File: src/rtl/laser_kbd_pkg.sv
// Shared definitions for the LASER310 scripted key injector: matrix indices,
// script entry layout, script base table and sequencer states.
package laser_kbd_pkg;

  localparam int KIDX_LSHIFT = 18;
  localparam int KIDX_CTRL   = 10;
  localparam int KIDX_CR     = 50;
  localparam int KIDX_SPACE  = 36;

  localparam int ENTRY_END_BIT   = 7;
  localparam int ENTRY_SHIFT_BIT = 6;
  localparam int ENTRY_IDX_MSB   = 5;
  localparam logic [7:0] ENTRY_END = 8'h80;

  localparam int ROM_AW = 8;
  localparam logic [ROM_AW-1:0] ADDR_LAST = 8'hFF;

  typedef enum logic [2:0] {
    ST_IDLE,
    ST_FETCH,
    ST_DECODE,
    ST_MOD,
    ST_PRESS,
    ST_GAP,
    ST_FINISH
  } seq_state_t;

  function automatic logic [ROM_AW-1:0] script_base(input logic [2:0] sel);
    logic [ROM_AW-1:0] base;
    case (sel)
      3'd0:    base = 8'h00;
      3'd1:    base = 8'h08;
      3'd2:    base = 8'h10;
      3'd3:    base = 8'h20;
      3'd4:    base = 8'h30;
      3'd5:    base = 8'h40;
      3'd6:    base = 8'h50;
      default: base = 8'hFD;
    endcase
    return base;
  endfunction

  // Active-low matrix pattern for one key, optionally with L-Shift held too.
  function automatic logic [63:0] key_mask(input logic [ENTRY_IDX_MSB:0] idx,
                                           input logic with_shift);
    logic [63:0] m;
    m = '1;
    m[idx] = 1'b0;
    if (with_shift) m[KIDX_LSHIFT] = 1'b0;
    return m;
  endfunction

  function automatic logic [7:0] key_entry(input int idx, input logic with_shift);
    return {1'b0, with_shift, 6'(idx)};
  endfunction

endpackage

File: src/rtl/laser_key_script_rom.sv
// 256x8 synchronous script ROM; data appears one DLY_CLK after the address.
module laser_key_script_rom
  import laser_kbd_pkg::*;
(
  input  logic              DLY_CLK,
  input  logic [ROM_AW-1:0] addr,
  output logic [7:0]        data
);

  function automatic logic [7:0] rom_byte(input logic [ROM_AW-1:0] a);
    logic [7:0] b;
    case (a)
      // "RUN" + CR boot macro
      8'h00: b = 8'h05;
      8'h01: b = 8'h35;
      8'h02: b = 8'h20;
      8'h03: b = key_entry(KIDX_CR, 1'b0);
      8'h04: b = ENTRY_END;
      8'h08: b = 8'h45;
      8'h09: b = ENTRY_END;
      8'h10: b = 8'h13;
      8'h11: b = 8'h2C;
      8'h12: b = 8'h1A;
      8'h13: b = 8'h0D;
      8'h14: b = 8'h11;
      8'h15: b = key_entry(KIDX_CR, 1'b0);
      8'h16: b = ENTRY_END;
      8'h20: b = key_entry(KIDX_LSHIFT, 1'b1);
      8'h21: b = key_entry(KIDX_SPACE, 1'b0);
      8'h22: b = ENTRY_END;
      8'h30: b = key_entry(KIDX_CTRL, 1'b0);
      8'h31: b = 8'h05;
      8'h32: b = ENTRY_END;
      8'h40: b = ENTRY_END;
      8'h50: b = 8'h3F;
      8'h51: b = 8'h00;
      8'h52: b = ENTRY_END;
      // Tail script with no END byte; the sequencer stops at the last address.
      8'hFD: b = 8'h01;
      8'hFE: b = key_entry(KIDX_LSHIFT, 1'b1);
      8'hFF: b = 8'h7F;
      default: b = ENTRY_END;
    endcase
    return b;
  endfunction

  always_ff @(posedge DLY_CLK) begin
    data <= rom_byte(addr);
  end

endmodule

File: src/rtl/laser_key_sequencer.sv
// Plays keystroke scripts from the script ROM into an active-low 64-key
// injection matrix, yielding to the physical keyboard whenever it is in use.
module laser_key_sequencer
  import laser_kbd_pkg::*;
#(
  parameter int HOLD_TICKS = 8192,
  parameter int GAP_TICKS  = 8192,
  parameter int MOD_TICKS  = 1024,
  parameter int CNT_W      = 16
) (
  input  logic        DLY_CLK,
  input  logic        RESET_N,
  input  logic        START,
  input  logic [2:0]  SCRIPT_SEL,
  input  logic        ABORT,
  input  logic        PS2_ACTIVE,
  output logic [63:0] INJ_KEY,
  output logic        BUSY,
  output logic        DONE,
  output logic        ABORTED
);

  localparam logic [CNT_W-1:0] HOLD_LAST = CNT_W'(HOLD_TICKS - 1);
  localparam logic [CNT_W-1:0] GAP_LAST  = CNT_W'(GAP_TICKS - 1);
  localparam logic [CNT_W-1:0] MOD_LAST  = CNT_W'(MOD_TICKS - 1);

  seq_state_t state, next_state;
  logic [CNT_W-1:0] timer, next_timer;
  logic [ROM_AW-1:0] addr, next_addr;
  logic entry_shift, next_entry_shift;
  logic [ENTRY_IDX_MSB:0] entry_idx, next_entry_idx;
  logic [63:0] inj_q, next_inj;
  logic busy_q, done_q, aborted_q, next_aborted;
  logic [7:0] rom_data;

  laser_key_script_rom script_rom (
    .DLY_CLK (DLY_CLK),
    .addr    (addr),
    .data    (rom_data)
  );

  always_ff @(posedge DLY_CLK or negedge RESET_N) begin
    if (!RESET_N) begin
      state       <= ST_IDLE;
      timer       <= '0;
      addr        <= '0;
      entry_shift <= 1'b0;
      entry_idx   <= '0;
      inj_q       <= '1;
      busy_q      <= 1'b0;
      done_q      <= 1'b0;
      aborted_q   <= 1'b0;
    end else begin
      state       <= next_state;
      timer       <= next_timer;
      addr        <= next_addr;
      entry_shift <= next_entry_shift;
      entry_idx   <= next_entry_idx;
      inj_q       <= next_inj;
      busy_q      <= (next_state != ST_IDLE);
      done_q      <= (next_state == ST_FINISH);
      aborted_q   <= next_aborted;
    end
  end

  // Timed states hold their timer at zero while the physical keyboard is
  // active, so each one replays its full duration once the user lets go.
  always_comb begin
    next_state       = state;
    next_timer       = timer;
    next_addr        = addr;
    next_entry_shift = entry_shift;
    next_entry_idx   = entry_idx;
    next_aborted     = 1'b0;

    case (state)
      ST_IDLE: begin
        if (START && !ABORT) begin
          next_addr  = script_base(SCRIPT_SEL);
          next_state = ST_FETCH;
        end
      end
      ST_FETCH: next_state = ST_DECODE;
      ST_DECODE: begin
        next_entry_shift = rom_data[ENTRY_SHIFT_BIT];
        next_entry_idx   = rom_data[ENTRY_IDX_MSB:0];
        next_timer       = '0;
        if (rom_data[ENTRY_END_BIT])        next_state = ST_FINISH;
        else if (rom_data[ENTRY_SHIFT_BIT]) next_state = ST_MOD;
        else                                next_state = ST_PRESS;
      end
      ST_MOD: begin
        if (PS2_ACTIVE) begin
          next_timer = '0;
        end else if (timer == MOD_LAST) begin
          next_timer = '0;
          next_state = ST_PRESS;
        end else begin
          next_timer = timer + 1'b1;
        end
      end
      ST_PRESS: begin
        if (PS2_ACTIVE) begin
          next_timer = '0;
        end else if (timer == HOLD_LAST) begin
          next_timer = '0;
          next_state = ST_GAP;
        end else begin
          next_timer = timer + 1'b1;
        end
      end
      ST_GAP: begin
        if (PS2_ACTIVE) begin
          next_timer = '0;
        end else if (timer == GAP_LAST) begin
          next_timer = '0;
          if (addr == ADDR_LAST) begin
            next_state = ST_FINISH;
          end else begin
            next_addr  = addr + 1'b1;
            next_state = ST_FETCH;
          end
        end else begin
          next_timer = timer + 1'b1;
        end
      end
      ST_FINISH: next_state = ST_IDLE;
      default:   next_state = ST_IDLE;
    endcase

    if (ABORT && state != ST_IDLE) begin
      next_state   = ST_IDLE;
      next_timer   = '0;
      next_aborted = 1'b1;
    end
  end

  // The matrix pattern follows the upcoming state and entry so it is glitch-free.
  always_comb begin
    next_inj = '1;
    if (!PS2_ACTIVE) begin
      case (next_state)
        ST_MOD:   next_inj = key_mask(6'(KIDX_LSHIFT), 1'b0);
        ST_PRESS: next_inj = key_mask(next_entry_idx, next_entry_shift);
        default:  next_inj = '1;
      endcase
    end
  end

  assign INJ_KEY = inj_q;
  assign BUSY    = busy_q;
  assign DONE    = done_q;
  assign ABORTED = aborted_q;

endmodule

File: config.mk
export PLATFORM = sky130hd
export DESIGN_NAME = laser_key_sequencer
export DESIGN_NICKNAME = d
export VERILOG_FILES = /design/src/rtl/laser_kbd_pkg.sv /design/src/rtl/laser_key_script_rom.sv /design/src/rtl/laser_key_sequencer.sv
export SDC_FILE = /design/constraint.sdc
export NUM_CORES = 1
export LEC_CHECK = 0
export BUFFER_PORTS_ARGS = -buffer_cell sky130_fd_sc_hd__buf_2
export CORE_ASPECT_RATIO = 1.1
export CORE_MARGIN = 8
export CORE_UTILIZATION = 40
export DETAILED_ROUTE_END_ITERATION = 7
export PLACE_DENSITY_LB_ADDON = 0.05
export SETUP_SLACK_MARGIN = 0.05
export SYNTH_ARGS = -nofsm -noshare
export SYNTH_HDL_FRONTEND = slang
export SYNTH_SLANG_ARGS = --single-unit
File: constraint.sdc
create_clock -name DLY_CLK -period 7.2 [get_ports DLY_CLK]
set_input_delay 1.44 -clock DLY_CLK [delete_from_list [all_inputs] [get_ports DLY_CLK]]
set_output_delay 1.44 -clock DLY_CLK [all_outputs]
set_load 0.01 [all_outputs]
==> results by group <==
Drt
  – Wire per inst: 17.2 microns
  – Vias: 3799
  – Metal-1 WL: 5470 microns
  – Remaining antenna violation count after routing: 0
  – Final wirelength: roughly 12000 microns
  – Highest routed layer: met4
  – DRC: 0
  – Initial DRC Count: 204
  – Detail-routed via count per cell: between 5 and 6
  – Drt pass-1 iters: 4
  – Metal3 WL: 837 microns
  – Met2 WL: around 5900 microns

Worst setup path
  – Largest stage delay on the critical path: 1.02 ns
  – Kind of critical path: register to register
  – CP endpoint kind: register
  – WP buf/inv: 0
  – CP Max Fanout: 18
  – Slowest cell on the critical path: nor3b_2
  – Critical Path RT: roughly 7.5 ns
  – Startpoint types: register
  – Crit path cell chain: nor3b_2 -> mux2_2 -> nor2_1 -> nand2_1 -> nor4_4 -> nand2_1
  – Worst Path Arrival: 3.36 ns
  – Cell repeated most along the worst path: nand2_1
  – CP delay by family, top: simple AND/OR/NAND/NOR gates

Pwr
  – Leak: 2.19 nW
  – Pwr dens: 316 nW/um^2
  – Power Total: 1.85 mW
  – Worst vdd ir: 0.160 mV

Timing
  – Final setup vio count: 0
  – Setup TNS: 0 ns
  – Final period util: 0.430
  – Fin. Hold Viols: 0
  – Slew HR: 0.200
  – Slew Limit Fails: 0
  – Slew @ Worst Pin: 1.19 ns
  – Fin crit period: 3.09 ns
  – Fmax: 0.323 GHz
  – RSZ-0062 raised after global routing: false
  – Setup Skew: 0.0102 ns

Clock network
  – Clk sinks: 109
  – Post-CTS Resized: 0
  – Number of CTS-inserted buffers: 9
  – CTS H-tree lvls: 3
  – CTS Buffer Depth: 2
  – Clock transition at path regs: 0.07 ns
  – TritonCTS clock tree: yes
  – Post-CTS Setup Repair Bufs: 0
  – Root buffer cell: clkbuf_16
  – Latest clock arrival within the worst-skew pair: about 0.36 ns
  – Hold_buf cts: 0

Synth
  – Ranking of synthesized cells by area: dfstp_2 (33%), dfrtp_1 (18%), nand2_1 (7.1%), nor2_1 (3.5%), dfxtp_1 (3.2%)
  – Post-synth EDFFs: 0
  – Synth area leader: dfstp_2
  – Mapped cell area: 5050 sq um
  – Synthesized flop and latch total: 109
  – Netlist cell types: 63
  – Main synth FF type: dfstp_2
  – Top cell type's share of synthesized area: 0.333
  – Synth Instances: 489
  – Commonest cells in the netlist: nand2_1 (95), dfstp_2 (64), nor2_1 (47), dfrtp_1 (37), o21ai_0 (25)
  – Post-synth ARST share: 0.927
  – Most common cell in the netlist: nand2_1
  – Syn Area/Cell: 10.3 sq um
  – Synth warn: 0
  – Sequential area share after synthesis: 0.548
  – Syn_nets: 502

Cells and area
  – Share of cells above drive strength 1: 0.321
  – Final Cell Area: 5850 sq um
  – Layout net count: 572
  – Final core utilization: 0.469
  – P&R area growth vs syn: 15.9%
  – Ant diodes: 0

Die
  – Initial core utilization: 0.404
  – Top Ports: 75
  – Chip height: 134 microns
  – Core Area: 12500 sq um
  – DIE AREA: 16500 sq um
  – Std cell rows: 43
  – Die width: 123 microns

Global routing
  – Largest net degree at the start of global routing: 64
  – Vias in the first global route: 3725
  – First-pass GRT wire length: 20200 microns
  – Initial antenna violation count: 0
  – Global Route Usage Sum: 0.156
  – GR Overflow Total: 0

Flow run
  – Max cap viols: 0

Placement
  – Dpl cell area: 5560 sq um
  – Hpwl dp: around 9000 microns
  – PortBufs: 74
  – GP Congestion: about 0.83

Worst hold path
  – HP Class: register to register

Status
  – Status: finished, final reports clean
## cell type report
| type | count | area, sq um |
|---|---|---|
| inverter | 12 | 47.5 |
| sequential | 109 | 2770 |
| timing repair buffer | 76 | 388 |
| tap | 157 | 196 |
| clock inverter | 6 | 51.3 |
| fill | 1198 | 6630 |
| clock buffer | 10 | 239 |
| multi-input combinational | 351 | 2160 |
## through the flow
step	std cells	hold WS [ns]	worst slack (ns)
floorplan	489	0.472	4.20
finish	721	0.504	4.11
global route	721	0.547	3.87
global placement	705	0.487	3.91
detailed placement	705	0.494	3.81
CTS	721	0.509	4.10
## metal layers
layer  global-route usage  vias up
met5                    0        -
met4               0.0482        0
met3               0.0471       21
met2                0.249      100
met1                0.200     1827
li1                     -     1851
## placed cells by master (no fill, tap or decap), drive strengths merged, types with 3 or more instances in the layout
master / count
nand3: 23
dfrtp: 37
nor4b: 5
nor3: 15
nand2b: 8
nand4: 7
o22a: 3
xor2: 6
o31a: 3
o211ai: 3
o21ai: 27
nor3b: 4
inv: 16
a31oi: 4
nor4: 12
or3: 4
and4: 4
mux2i: 7
clkbuf: 10
buf: 76
a21oi: 12
dfstp: 64
nand2: 95
ha: 5
xnor2: 6
nor2: 47
mux2: 5
and3: 3
nor2b: 7
dfxtp: 8
and2: 4
o21a: 5
nand3b: 3
## path summary, 6_finish.rpt
path                        startpoint            to  slack, ns  cells after the start
max in group asynchronous      RESET_N     timer[14]       4.99                      2
max reg2reg                   state[1]   INJ_KEY[25]       4.11                      6
min                        entry_shift   entry_shift       0.50                      1
min reg2reg                entry_shift   entry_shift       0.50                      1
max                           state[1]   INJ_KEY[25]       4.11                      6
min in group asynchronous      RESET_N  entry_idx[1]       1.06                      1
## flip-flops by register name, indices dropped and copies added, names as in the netlist
name             flops
addr                 8
entry_idx            6
DONE                 1
entry_shift          1
script_rom.data      8
INJ_KEY             64
state                3
timer               16
BUSY                 1
ABORTED              1
## worst reg2reg max path, delay by kind of cell, from the launching register on
kind / cells / cell delay [ns]
mux: 1 / 0.48
simple gates: 5 / 1.94
flops: 1 / 0.58
## report_power, final
group	internal (mW)	switching [mW]	total [mW]
sequential	0.684	0.112	0.796
clock	0.251	0.237	0.487
combinational	0.197	0.367	0.564
## cell families (layout without fill, tap and decap cells)
group	count (synthesis)	after routing	synth area share
compound gates	78	78	0.106
xor+xnor	12	12	0.0208
fa+ha+maj	5	5	0.0124
buf+inv	29	104	0.0250
flops	109	109	0.548
mux	12	12	0.0250
simple gates	244	244	0.262
Power figures use the tool's default switching activity.
